==> src/rtl/instr_fetch_decode_if.sv <==
// Fetch/decode bus: instruction-memory read port plus the EU issue handshake.
// master = fetch/decode unit, slave = memory + execution unit side.
interface instr_fetch_decode_if #(
  parameter int PC_W = 8
);
  logic            imem_rd;
  logic [PC_W-1:0] imem_addr;
  logic [18:0]     imem_data;
  logic [3:0]      opcode;
  logic [4:0]      addr1;
  logic [4:0]      addr2;
  logic [4:0]      addr3;
  logic            issue_valid;
  logic            issue_ready;

  modport master (
    output imem_rd, imem_addr, opcode, addr1, addr2, addr3, issue_valid,
    input  imem_data, issue_ready
  );

  modport slave (
    input  imem_rd, imem_addr, opcode, addr1, addr2, addr3, issue_valid,
    output imem_data, issue_ready
  );
endinterface

==> src/rtl/instr_fetch_decode.sv <==
// Instruction fetch/decode: one instruction in flight, Moore FSM IDLE/FETCH/DECODE/ISSUE/HALT.
// Optional INSTR_COUNT_EN adds a saturating retired-instruction counter (retired_cnt).
module instr_fetch_decode #(
  parameter int          PC_W      = 8,
  parameter int          PROG_LEN  = 256,
  parameter logic [18:0] HALT_WORD = 19'h7FFFF
) (
  input  logic                   clk,
  input  logic                   rst,
  input  logic                   start,
  instr_fetch_decode_if.master   bus,
  output logic                   halted,
`ifdef INSTR_COUNT_EN
  output logic [15:0]            retired_cnt,
`endif
  output logic [PC_W-1:0]        pc
);

  typedef enum logic [2:0] {
    S_IDLE   = 3'd0,
    S_FETCH  = 3'd1,
    S_DECODE = 3'd2,
    S_ISSUE  = 3'd3,
    S_HALT   = 3'd4
  } state_t;

  localparam logic [PC_W-1:0] LAST_PC = PC_W'(PROG_LEN - 1);

  state_t          state, state_n;
  logic [PC_W-1:0] pc_n;
  logic [18:0]     ir;
  logic            ir_load;
  logic            xfer;
  logic            start_ok;
  logic            imem_rd_q;
  logic            issue_valid_q;

  always_ff @(posedge clk or posedge rst) begin
    if (rst) state <= S_IDLE;
    else     state <= state_n;
  end

  always_comb begin
    state_n  = state;
    pc_n     = pc;
    ir_load  = 1'b0;
    xfer     = 1'b0;
    start_ok = 1'b0;
    case (state)
      S_IDLE: begin
        if (start) begin
          start_ok = 1'b1;
          pc_n     = '0;
          state_n  = S_FETCH;
        end
      end
      S_FETCH:  state_n = S_DECODE;
      S_DECODE: begin
        // HALT_WORD never reaches the EU; the previous fields stay in ir
        if (bus.imem_data == HALT_WORD) begin
          state_n = S_HALT;
        end else begin
          ir_load = 1'b1;
          state_n = S_ISSUE;
        end
      end
      S_ISSUE: begin
        if (bus.issue_ready) begin
          xfer = 1'b1;
          if (pc == LAST_PC) begin
            state_n = S_HALT;
          end else begin
            pc_n    = pc + 1'b1;
            state_n = S_FETCH;
          end
        end
      end
      S_HALT: begin
        if (start) begin
          start_ok = 1'b1;
          pc_n     = '0;
          state_n  = S_FETCH;
        end
      end
      default: state_n = S_IDLE;
    endcase
  end

  // Outputs registered from the next state so they align with the state they describe
  always_ff @(posedge clk or posedge rst) begin
    if (rst) begin
      pc            <= '0;
      ir            <= '0;
      imem_rd_q     <= 1'b0;
      issue_valid_q <= 1'b0;
      halted        <= 1'b0;
    end else begin
      pc            <= pc_n;
      imem_rd_q     <= (state_n == S_FETCH);
      issue_valid_q <= (state_n == S_ISSUE);
      halted        <= (state_n == S_HALT);
      if (ir_load) ir <= bus.imem_data;
    end
  end

  assign bus.imem_rd     = imem_rd_q;
  assign bus.imem_addr   = pc;
  assign bus.issue_valid = issue_valid_q;
  assign bus.opcode      = ir[18:15];
  assign bus.addr1       = ir[14:10];
  assign bus.addr2       = ir[9:5];
  assign bus.addr3       = ir[4:0];

`ifdef INSTR_COUNT_EN
  always_ff @(posedge clk or posedge rst) begin
    if (rst)                              retired_cnt <= '0;
    else if (start_ok)                    retired_cnt <= '0;
    else if (xfer && retired_cnt != '1)   retired_cnt <= retired_cnt + 16'd1;
  end
`else
  logic unused_ok;
  assign unused_ok = start_ok ^ xfer;
`endif

endmodule

==> src/flat_wrapper.sv <==
// flat-port wrapper written by rule: the top's interface ports become plain ports
module instr_fetch_decode_flat 
#(
  parameter int          PC_W      = 8,
  parameter int          PROG_LEN  = 256,
  parameter logic [18:0] HALT_WORD = 19'h7FFFF
)
  (clk, rst, start, halted, pc, bus_imem_rd, bus_imem_addr, bus_opcode, bus_addr1, bus_addr2, bus_addr3, bus_issue_valid, bus_imem_data, bus_issue_ready);
  instr_fetch_decode_if #(.PC_W(PC_W)) bus_i ();
  input  logic clk;
  input  logic rst;
  input  logic start;
  output logic halted;
  output logic [PC_W-1:0] pc;
  output wire logic [$bits(bus_i.imem_rd)-1:0] bus_imem_rd;
  output wire logic [$bits(bus_i.imem_addr)-1:0] bus_imem_addr;
  output wire logic [$bits(bus_i.opcode)-1:0] bus_opcode;
  output wire logic [$bits(bus_i.addr1)-1:0] bus_addr1;
  output wire logic [$bits(bus_i.addr2)-1:0] bus_addr2;
  output wire logic [$bits(bus_i.addr3)-1:0] bus_addr3;
  output wire logic [$bits(bus_i.issue_valid)-1:0] bus_issue_valid;
  input wire logic [$bits(bus_i.imem_data)-1:0] bus_imem_data;
  input wire logic [$bits(bus_i.issue_ready)-1:0] bus_issue_ready;
  assign bus_imem_rd = bus_i.imem_rd;
  assign bus_imem_addr = bus_i.imem_addr;
  assign bus_opcode = bus_i.opcode;
  assign bus_addr1 = bus_i.addr1;
  assign bus_addr2 = bus_i.addr2;
  assign bus_addr3 = bus_i.addr3;
  assign bus_issue_valid = bus_i.issue_valid;
  assign bus_i.imem_data = bus_imem_data;
  assign bus_i.issue_ready = bus_issue_ready;
  instr_fetch_decode #(.PC_W(PC_W), .PROG_LEN(PROG_LEN), .HALT_WORD(HALT_WORD)) u_core (.clk(clk), .rst(rst), .start(start), .bus(bus_i), .halted(halted), .pc(pc));
endmodule
==> config.mk <==
export PLATFORM = sky130hd
export DESIGN_NAME = instr_fetch_decode_flat
export DESIGN_NICKNAME = d
export VERILOG_FILES = /design/src/rtl/instr_fetch_decode_if.sv /design/src/rtl/instr_fetch_decode.sv /design/src/flat_wrapper.sv
export SDC_FILE = /design/constraint.sdc
export NUM_CORES = 1
export LEC_CHECK = 0
export ABC_CLOCK_PERIOD_IN_PS = 2600
export CORE_ASPECT_RATIO = 0.75
export CORE_UTILIZATION = 46
export CTS_CLUSTER_SIZE = 12
export DETAILED_ROUTE_END_ITERATION = 8
export GPL_TIMING_DRIVEN = 0
export PLACE_DENSITY = 0.87
export SYNTH_ARGS = -nofsm -noshare
export SYNTH_HDL_FRONTEND = slang
export SYNTH_SLANG_ARGS = --single-unit
==> constraint.sdc <==
create_clock -name clk -period 2.6 [get_ports clk]
set_input_delay 0.52 -clock clk [delete_from_list [all_inputs] [get_ports clk]]
set_output_delay 0.52 -clock clk [all_outputs]
set_load 0.05 [all_outputs]
[After elaboration in Yosys (flattened, before gate mapping)]
Index checks and enable logic that the tools add are counted.
W data, S select, Z words.
Operators by class
  $add $sub $neg: 1
  eq/ne operators: 12
  muxes and demuxes: 11
  reduce and logical (&&, ||, !) cells: 4
Operators with widths (number)
  $mux W8: 3
  $eq A19 B19 Y1 const B: 1
  $pmux W8 S2: 1
  $mux W3: 4
  $pmux W3 S4: 1
  $eq A3 B2 Y1 const B: 3
  $add A8 B1 Y8 const B: 1
  $eq A8 B8 Y1 const B: 1
  $eq A3 B1 Y1 const B: 2
  $eq A3 B3 Y1 const B: 2
  $ne A2 B2 Y1 const B: 2
  $reduce_and A4 Y1: 1
  $logic_not A3 Y1: 1
  $mux W1: 2
  $ne A2 B1 Y1 const B: 1
  $reduce_bool A2 Y1: 1
  $reduce_or A2 Y1: 1
Word-level totals
  register bits: 33
  input port bits: 23
  output and inout port bits: 38
  logic and storage cells: 34

[Depth between registers and ports, before layout]
  depth after elaboration: 5
  mapped depth: 6
  depth with buffers taken out: 5

[Worst setup path after synthesis]
No wires, ideal clock.
  path type: reg2reg
  start: register u_core.pc[0] (netlist: u_core.bus.imem_addr[0])
  end: register u_core.pc[5] (netlist: u_core.bus.imem_addr[5])
  library setup time: 0.078 ns
  arrival time: 1.976 ns
  data required time: 2.522 ns
  setup slack: 0.547 ns
  stages on the path, launching flop included: 7
  buffers on the path: 1
  clock period less this slack: 2.053 ns
  cells stage by stage: dfrtp_1 ha_1 and3_1 a21o_1 buf_6 or4_1 a21oi_1
On the way
  longest elaborated chain between the ends: 4
  elaborated cells on any way between the ends: 7
  those cells by class: 1 x add/sub; 2 x eq/ne; 3 x mux; 1 x reduce/logical
Ends and longest elaborated chain
  from (decl): RTL line instr_fetch_decode.sv:16  | output logic [PC_W-1:0] pc
  from (signal assigned): RTL line instr_fetch_decode.sv:98  | pc <= pc_n;
  $add A8 B1 Y8: RTL line instr_fetch_decode.sv:73  | pc_n = pc + 1'b1;
  $mux W8: RTL line instr_fetch_decode.sv:70  | if (pc == LAST_PC) begin
  $mux W8: RTL line instr_fetch_decode.sv:68  | if (bus.issue_ready) begin
  $pmux W8 S2: RTL line instr_fetch_decode.sv:49  | case (state)
Several ways; a longest one is shown, not always the timed one. The select of a mux whose other input is x is not followed.
A chain may end at the register's enable or synchronous reset.

[Worst setup path in the final report]
  start: input bus_imem_data[10]
  end: register u_core.ir[0]
On the way
  longest elaborated chain between the ends: 3
Ends and longest elaborated chain
  from (decl): RTL line flat_wrapper.sv:22  | input wire logic [$bits(bus_i.imem_data)-1:0] bus_imem_data;
  $eq A19 B19 Y1: RTL line instr_fetch_decode.sv:60  | if (bus.imem_data == HALT_WORD) begin
  $mux W1: RTL line instr_fetch_decode.sv:60
  $mux W1: RTL line instr_fetch_decode.sv:49
  to (signal assigned): RTL line instr_fetch_decode.sv:102  | if (ir_load) ir <= bus.imem_data;
  to (decl): RTL line instr_fetch_decode.sv:31  | logic [18:0] ir;
Every way passes these cells.

==> summary.md <==
| Metric | Value |
|---|---|
| Layout Skew | 0.00351 ns |
| Critical path class | input port to flop |
| Root Buffer | clkbuf_8 |
| CP max FO | 10 |
| Setup TNS | 0 ns |
| Setup slack at placement | 0.0685 ns |
| Vias/cell | 5.59 |
| H-tree levels | 2 |
| Overall Global Routing Usage | 0.237 |
| WL per Instance | 16.8 um |
| Cts hold-fix bufs | 0 |
| Drt initial violations | 76 |
| Fmax | 441 MHz |
| Min Tclk post-route | 2.27 ns |
| Die area | 3590 um^2 |
| Yosys warning total | 0 |
| Fin crit share | 0.872 |
| Maximum vdd drop | 0.853 mV |
| Syn Inst Count | 128 |
| Most frequent cells in the layout | 60 x clkdlybuf4s50_1, 33 x dfrtp_1, 10 x buf_4, 10 x mux2_1, 9 x mux2_2 |
| Starting Density | 0.503 |
| Clock sinks | 33 |
| Post-synth top area share | 0.536 |
| Final nets | 220 |
| Post-synth top area cell | dfrtp_1 |
| TritonCTS clock tree | done |
| Final Non-Filler Cells | 235 |
| Setup Fix Bufs, Post-CTS | 0 |
| Gpl congestion | 0.821 |
| Hpwl dp | 2.96 mm |
| Residual DRC count | 0 |
| Syn Area/Cell | 12.0 um^2 |
| Final setup vio count | 0 |
| Vias | 1313 |
| CTS max path bufs | 2 |
| FF+latch count, synth | 33 |
| FF/Latch Area | 826 um^2 |
| P per Cell Area | 1350 nW/um^2 |
| Worst EP required | 2.76 ns |
| Max-slew violations | 0 |
| WP data arrival | 2.43 ns |
| Pwr Total | 3.14 mW |
| Final hold vios | 0 |
| Largest cells by area after synthesis | dfrtp_1 54%, mux2_1 7.3%, mux2_2 6.6%, buf_4 4.9%, nand4_1 2.4% |
| Vias in the first global route | 1170 |
| Clock Pin Slew Worst Setup and Hold Paths | 0.07 ns |
| Placed Instances | 226 |
| WL final | 3.95 mm |
| GRT overflow | 0 |
| Core ar. | 3060 um^2 |
| RSZ-0062 raised after global routing | no |
| # rows | 17 |
| # IOs | 61 |
| ANT cells | 0 |
| Relative slew slack | 0.455 |
| Syn nets | 152 |
| Initial antenna violation count | 0 |
| CTS resizes | 0 |
| Clk Latency, worst-skew pair | 0.28 ns |
| Crit path launch type | input port |
| Least-Margin Pin Slew | 0.812 ns |
| Fin area | 2320 um^2 |
| Largest net degree at the start of global routing | 34 |
| Buffers on Ports | 60 |
| Seq/Total Area, Yosys | 0.536 |
| CP endpoint kind | flop |
| Unique cell type count in the Yosys netlist | 32 |
| Global-route wire length before repair | 5.87 mm |
| Area growth syn-to-layout | 50.4% |
| Die Y | 52.1 um |
| Max Cap Viol | 0 |
| DIE WIDTH | 68.8 um |
| CTS buffer count | 5 |
| Footprint of the multi-input gates | 599 um^2 |
| FILL cells | 199 |
| Area after DPL | 2190 um^2 |
| Status | complete, no violations |
| Synthesized area | 1540 um^2 |
| Ratio of cells with drive above 1 in the final layout | 0.162 |
| Drt first pass iters | 4 |
| Leakage power | 0.959 nW |
| Worst setup margin | 0.332 ns |
| Commonest non-fill, non-tap cell in the layout | clkdlybuf4s50_1 |
| Routed Antenna Nets | 0 |
| Worst Hold Class | flop to flop |
## per-stage QoR
stage	util	hold slack, ns
floorplan	-	0.434
global placement	0.715	0.455
detailed placement	0.715	0.474
CTS	0.748	0.488
global route	0.757	0.506
finish	0.757	0.486
## report_power, final
| part | switching [mW] | internal [mW] | leakage, nW |
|---|---|---|---|
| Combinational | 1.17 | 0.677 | 0.503 |
| Clock | 0.181 | 0.239 | 0.0542 |
| Sequential | 0.148 | 0.728 | 0.402 |
| Total | 1.50 | 1.64 | 0.959 |
## path summary, 6_finish.rpt
kind,start,to,slack [ns],cells after the start
min in group asynchronous,rst,u_core.bus.imem_addr[0],0.54,2
min,u_core.ir[9],u_core.ir[9],0.49,1
min reg2reg,u_core.ir[9],u_core.ir[9],0.49,1
max,bus_imem_data[10],u_core.ir[0],0.33,6
max reg2reg,u_core.bus.imem_addr[0],u_core.bus.imem_addr[3],0.56,5
max in group asynchronous,rst,u_core.bus.imem_rd,1.62,3
## state kept, by name (all words and copies together), names as in the netlist
name,flops
u_core.ir,19
u_core.bus.imem_addr,8
u_core.state,3
u_core.bus.imem_rd,1
u_core.bus.issue_valid,1
u_core.halted,1
## synthesized netlist by cell type
| library cell | count |
|---|---|
| nor4_1 | 1 |
| buf_6 | 2 |
| ha_1 | 1 |
| inv_1 | 5 |
| a211oi_1 | 2 |
| nor2_1 | 5 |
| nand2_1 | 4 |
| and3_1 | 3 |
| dfrtp_1 | 33 |
| nand4_1 | 6 |
| nand4b_1 | 1 |
| nor4_2 | 1 |
| and4b_1 | 1 |
| or4_1 | 2 |
| mux2_1 | 10 |
| mux2_2 | 9 |
| nand3_1 | 4 |
| a211oi_4 | 1 |
| xor2_1 | 1 |
| and2_1 | 1 |
| or3_1 | 1 |
| nor3_1 | 4 |
| a21oi_1 | 5 |
| o311ai_0 | 1 |
| buf_4 | 10 |
| nand2b_1 | 1 |
| a2111oi_0 | 1 |
| and4_1 | 2 |
| xnor2_1 | 2 |
| o21ai_0 | 4 |
| o31ai_1 | 3 |
| a21o_1 | 1 |
## cells by family after synthesis
family	synth area share
AOI/OAI and AO/OA	0.0828
adders and majority gates	0.00812
muxes	0.139
xor gates and xnor gates	0.0170
and+or+nand+nor	0.142
DFF	0.536
buffers and inverters	0.0755
## routing by layer
layer	share of wire	global-route usage	up-vias
met5	0	0	-
met4	0.015	0.0850	0
met3	0.050	0.0658	10
met2	0.53	0.371	59
met1	0.41	0.313	649
li1	-	-	595
## critical path, cell delays in order
cell and delay [ns]:
clkdlybuf4s50_1 0.46, nand4_1 0.19, nor4_2 0.09, a211oi_4 0.51, buf_4 0.29, mux2_1 0.36
## final cells by class
class,instances,area share
Inverter,5,0.00809
Buffer,12,0.0421
Tap cell,38,0.0205
Timing Repair Buffer,61,0.271
Clock buffer,7,0.0416
Sequential cell,33,0.356
Clock inverter,1,0.00216
Multi-Input combinational cell,78,0.259
Power figures use the tool's default switching activity.
